==> src/rtl/av_io_pkg.sv <==
// Shared defaults and elaboration-time helpers for the board I/O sampling blocks.
package av_io_pkg;

    localparam int SAMPLE_PERIOD_DEFAULT = 65536;
    localparam int DEBOUNCE_N_DEFAULT    = 4;
    localparam int TS_W_DEFAULT          = 32;

    // Bits needed to hold values 0..value-1; never less than one so counters stay declarable.
    function automatic int clog2(input int value);
        int w;
        int v;
        w = 0;
        v = value - 1;
        while (v > 0) begin
            w++;
            v = v >> 1;
        end
        return (w < 1) ? 1 : w;
    endfunction

endpackage

==> src/rtl/debounce_channel.sv <==
// One input bit: 2-FF synchroniser, tick-gated debounce counter, level register and edge pulses.
module debounce_channel
    import av_io_pkg::*;
#(
    parameter int   DEBOUNCE_N  = DEBOUNCE_N_DEFAULT,
    parameter logic RESET_LEVEL = 1'b0
) (
    input  logic ps_clko,
    input  logic ps_rstno,
    input  logic in_raw,
    input  logic tick,
    output logic level_o,
    output logic rise_o,
    output logic fall_o
);

    localparam int                CNT_W    = clog2(DEBOUNCE_N + 1);
    localparam logic [CNT_W-1:0]  CNT_LAST = CNT_W'(DEBOUNCE_N - 1);

    logic             sync_p0;
    logic             sync_p1;
    logic             level_q;
    logic [CNT_W-1:0] cnt_q;
    logic             rise_q;
    logic             fall_q;

    // Stage p0/p1: metastability filter, then debounce evaluated on the sampled value.
    always_ff @(posedge ps_clko) begin
        if (!ps_rstno) begin
            sync_p0 <= RESET_LEVEL;
            sync_p1 <= RESET_LEVEL;
            level_q <= RESET_LEVEL;
            cnt_q   <= '0;
            rise_q  <= 1'b0;
            fall_q  <= 1'b0;
        end else begin
            sync_p0 <= in_raw;
            sync_p1 <= sync_p0;
            rise_q  <= 1'b0;
            fall_q  <= 1'b0;
            if (tick) begin
                if (sync_p1 == level_q) begin
                    cnt_q <= '0;
                end else if (cnt_q == CNT_LAST) begin
                    // Enough consecutive disagreeing samples: commit the new level.
                    level_q <= sync_p1;
                    cnt_q   <= '0;
                    rise_q  <= sync_p1;
                    fall_q  <= ~sync_p1;
                end else begin
                    cnt_q <= cnt_q + 1'b1;
                end
            end
        end
    end

    assign level_o = level_q;
    assign rise_o  = rise_q;
    assign fall_o  = fall_q;

endmodule

==> src/rtl/debounced_input_sampler.sv <==
// Multi-channel debounced input sampler with sticky, timestamped event latch for the PS GPIO.
module debounced_input_sampler
    import av_io_pkg::*;
#(
    parameter int   NUM_CH        = 8,
    parameter int   SAMPLE_PERIOD = SAMPLE_PERIOD_DEFAULT,
    parameter int   DEBOUNCE_N    = DEBOUNCE_N_DEFAULT,
    parameter int   TS_W          = TS_W_DEFAULT,
    parameter logic RESET_LEVEL   = 1'b0
) (
    input  logic              ps_clko,
    input  logic              ps_rstno,
    input  logic [NUM_CH-1:0] in_raw,
    output logic [NUM_CH-1:0] level_o,
    output logic [NUM_CH-1:0] rise_o,
    output logic [NUM_CH-1:0] fall_o,
    output logic [NUM_CH-1:0] evt_flags_o,
    output logic              evt_valid_o,
    output logic [TS_W-1:0]   evt_ts_o,
    input  logic              evt_ack_i,
    output logic [TS_W-1:0]   ts_o
);

    localparam int               TICK_W    = clog2(SAMPLE_PERIOD);
    localparam logic [TICK_W-1:0] TICK_LAST = TICK_W'(SAMPLE_PERIOD - 1);

    logic [TICK_W-1:0] tick_cnt_q;
    logic              tick;
    logic [TS_W-1:0]   ts_q;
    logic [NUM_CH-1:0] edge_vec;
    logic              any_edge;
    logic [NUM_CH-1:0] flags_q;
    logic              evt_valid;
    logic [TS_W-1:0]   evt_ts_q;

    assign tick = (tick_cnt_q == TICK_LAST);

    always_ff @(posedge ps_clko) begin
        if (!ps_rstno) begin
            tick_cnt_q <= '0;
            ts_q       <= '0;
        end else begin
            tick_cnt_q <= tick ? '0 : tick_cnt_q + 1'b1;
            ts_q       <= ts_q + 1'b1;
        end
    end

    for (genvar i = 0; i < NUM_CH; i++) begin : g_ch
        debounce_channel #(
            .DEBOUNCE_N  (DEBOUNCE_N),
            .RESET_LEVEL (RESET_LEVEL)
        ) u_ch (
            .ps_clko  (ps_clko),
            .ps_rstno (ps_rstno),
            .in_raw   (in_raw[i]),
            .tick     (tick),
            .level_o  (level_o[i]),
            .rise_o   (rise_o[i]),
            .fall_o   (fall_o[i])
        );
    end

    assign edge_vec  = rise_o | fall_o;
    assign any_edge  = |edge_vec;
    assign evt_valid = |flags_q;

    // Stage p2: sticky event latch; an edge arriving with the ack starts a fresh event.
    always_ff @(posedge ps_clko) begin
        if (!ps_rstno) begin
            flags_q  <= '0;
            evt_ts_q <= '0;
        end else begin
            if (evt_ack_i && evt_valid) begin
                flags_q <= edge_vec;
            end else begin
                flags_q <= flags_q | edge_vec;
            end
            if (any_edge && (!evt_valid || evt_ack_i)) begin
                evt_ts_q <= ts_q;
            end
        end
    end

    assign evt_flags_o = flags_q;
    assign evt_valid_o = evt_valid;
    assign evt_ts_o    = evt_ts_q;
    assign ts_o        = ts_q;

endmodule

==> config.mk <==
export PLATFORM = sky130hd
export DESIGN_NAME = debounced_input_sampler
export DESIGN_NICKNAME = d
export VERILOG_FILES = /design/src/rtl/av_io_pkg.sv /design/src/rtl/debounce_channel.sv /design/src/rtl/debounced_input_sampler.sv
export SDC_FILE = /design/constraint.sdc
export NUM_CORES = 1
export LEC_CHECK = 0
export BUFFER_PORTS_ARGS = -buffer_cell sky130_fd_sc_hd__buf_4
export CAP_MARGIN = 10
export CORE_MARGIN = 10
export CORE_UTILIZATION = 45
export DETAILED_ROUTE_END_ITERATION = 10
export PLACE_DENSITY = 0.71
export SLEW_MARGIN = 30
export SYNTH_ARGS = -nofsm -noshare
export SYNTH_HDL_FRONTEND = slang
export SYNTH_HIERARCHICAL = 1
export SYNTH_SLANG_ARGS = --single-unit
==> constraint.sdc <==
create_clock -name ps_clko -period 3.4 [get_ports ps_clko]
set_clock_uncertainty 0.15 [all_clocks]
set_input_delay 0.17 -clock ps_clko [delete_from_list [all_inputs] [get_ports ps_clko]]
set_output_delay 0.17 -clock ps_clko [all_outputs]
set_load 0.03 [all_outputs]
==> flow_summary.json <==
{
  "max_freq_mhz": 372.4,
  "stdcell_area_um2": 7940,
  "die_x_um": 137.1,
  "placedCellCount": 900,
  "holdWs_ns": 0.1459,
  "cts_root_buf": "clkbuf_16",
  "startpoint_type": "flop",
  "synth.distinct_cells": 37,
  "htreeDepth": 4,
  "wirelength_mm": 14.27,
  "drtIter0Drc": 321,
  "power_mw": 4.000,
  "area_growth_pct": 28.59,
  "numClockSinks": 152,
  "mostFrequentLayoutCells": "152 x dfxtp_1, 110 x buf_4, 89 x nand2_1",
  "final_common_cell": "dfxtp_1",
  "start_util_pct": 46.26,
  "antenna_found_initial": 0,
  "drc": 0,
  "p_leak_nw": 3.332,
  "synthesis.instances": 630,
  "clk_pin_slew_ns": 0.06,
  "vias": 4844,
  "cp-end-kind": "flop",
  "ios": 108,
  "cp.arrival_ns": 2.89,
  "syn_area_um2": 6175,
  "hold_viol": 0,
  "overflow": 0,
  "die-area_um2": 18810,
  "post-route-min-period_ns": 2.685,
  "globalRouteTotalUtil_pct": 15.44,
  "antenna_cells": 0,
  "peakVddDrop_uv": 340.1,
  "syn_nets": 651,
  "run_status": "finished, final reports clean",
  "worst_slack_ns": 0.7146,
  "min_path_cells": 2,
  "drive_gt1_share_pct": 19.35,
  "max-clock-path-buffers": 2,
  "worst_r2r_path_depth": 7,
  "hpwl_mm": 9.945,
  "fillCellCount": 1144,
  "tns_ns": 0,
  "max_cap_viol_count": 0,
  "grt_start_max_net_pins": 74,
  "dp_slack_ns": 0.8417,
  "synth.avg_cell_area_um2": 9.801,
  "setup_viol": 0,
  "postPlaceCellArea_um2": 7182,
  "cts_buffers": 17,
  "fin_util_pct": 59.49,
  "row_count": 42,
  "ys_async_sr_fraction_pct": 0,
  "clk_latency_ns": 0.42,
  "place.gp.congestion": 0.7783,
  "core_um2": 13350,
  "pwr_density_cell_nw_per_um2": 503.8,
  "viasPerCell": 5.148,
  "ys.flop_type": "dfxtp_1",
  "rsz0062_at_grt": "false",
  "hold_path_class": "input pin to flop",
  "wl_per_cell_um": 15.16,
  "instances_no_fill": 941,
  "synth-seq-cells": 152,
  "grt_pass1_wl_mm": 23.51,
  "slew_viol_final": 0,
  "worstPathMaxFanout": 56,
  "yosysWarningCount": 6,
  "path_class": "flop to flop",
  "dieHeight_um": 137.1,
  "slew-limit-headroom_pct": 56.90,
  "synth-edff-count": 0,
  "io_buffers": 107,
  "drt_pass1_iterations": 5,
  "cts_tree": "done",
  "yosysSeqAreaShare_pct": 49.28,
  "tightestPinTransition_ns": 0.6417,
  "post-route-period-util_pct": 78.98,
  "first_global_vias": 4915,
  "fin_nets": 773,
  "ant_nets": 0,
  "crit_required_ns": 3.60,
  "post_cts.repair.setup_buffers": 0
}
what timing repair did:
item	in CTS	in global routing
endpoints found under the hold margin	16	0
hold buffers	9	0
resized for setup	0	0
where the power goes:
part | switching, mW | internal (mW)
logic | 0.0539 | 0.0404
registers | 0.0147 | 1.80
clock network | 0.691 | 1.40
cells in the mapped netlist, types with 12 or more instances:
cell type	number	area, um2
and2_1	37	231.5
and3_1	14	87.58
dfxtp_1	152	3043
inv_1	13	48.80
mux2i_1	59	590.6
nand2_1	89	334.1
nand2b_1	19	118.9
nand3_1	26	130.1
nand4_1	14	87.58
nor2_1	16	60.06
nor2b_1	35	219.0
nor3b_1	16	120.1
nor4_1	12	75.07
xnor2_1	25	219.0
cell families (layout without fill, tap and decap cells):
kind of cell    count (synthesis)  in the layout  share of synthesized area, %
simple gates                  311            311                         28.49
flops                         152            152                         49.28
mux                            59             59                         9.564
compound gates                 36             36                         4.134
xor+xnor                       32             32                         4.539
buf+inv                        30            165                         1.966
fa+ha+maj                      10             10                         2.026
critical path, cell delays in order (launching register included):
cell and delay [ns]:
dfxtp_1 0.39, ha_1 0.24, nand2_1 0.12, or4_4 0.57, nor2_2 0.13, buf_4 0.43, nor4b_1 0.39, o21a_1 0.20
path summary, 6_finish.rpt:
| kind | slack (ns) | from | endpoint |
|---|---|---|---|
| worst max register to register | 0.71 | tick_cnt_q[0]$_SDFF_PP0_ | g_ch[1].u_ch/cnt_q[0]$_SDFFE_PN0P_ |
| worst min-delay path | 0.15 | ps_rstno | evt_flags_o[0]$_SDFF_PN0_ |
| worst max-delay path | 0.71 | tick_cnt_q[0]$_SDFF_PP0_ | g_ch[1].u_ch/cnt_q[0]$_SDFFE_PN0P_ |
| worst min register to register | 0.28 | g_ch[7].u_ch/sync_p0$_SDFF_PN0_ | g_ch[7].u_ch/sync_p1$_SDFF_PN0_ |
final cells by class:
cell class	instances	area [um2]	share of cell area [%]
Inverter	13	48.80	0.6146
Clock inverter	6	158.9	2.001
Timing Repair Buffer	120	935.9	11.79
Multi-Input combinational cell	448	3024	38.09
Sequential cell	152	3043	38.32
Tap cell	176	220.2	2.773
Clock buffer	26	509.2	6.413
layer usage:
layer / GRT usage, % / vias up / routed length (um) / part of all wire [%]
met5: 0 / - / 0 / 0
met4: 6.557 / 0 / 121 / 0.85
met3: 5.205 / 9 / 1026 / 7.2
met2: 24.41 / 115 / 6585 / 46
met1: 18.79 / 2294 / 6535 / 46
li1: - / 2426 / - / -
state kept, by name (all words and copies together), names as in the netlist:
signal and count:
evt_flags_o 8, evt_ts_o 32, g_ch.u_ch/cnt_q 24, g_ch.u_ch/fall_o 8, g_ch.u_ch/level_o 8, g_ch.u_ch/rise_o 8
g_ch.u_ch/sync_p0 8, g_ch.u_ch/sync_p1 8, tick_cnt_q 16, ts_o 32
No activity file was read; power rests on OpenSTA's default activity.
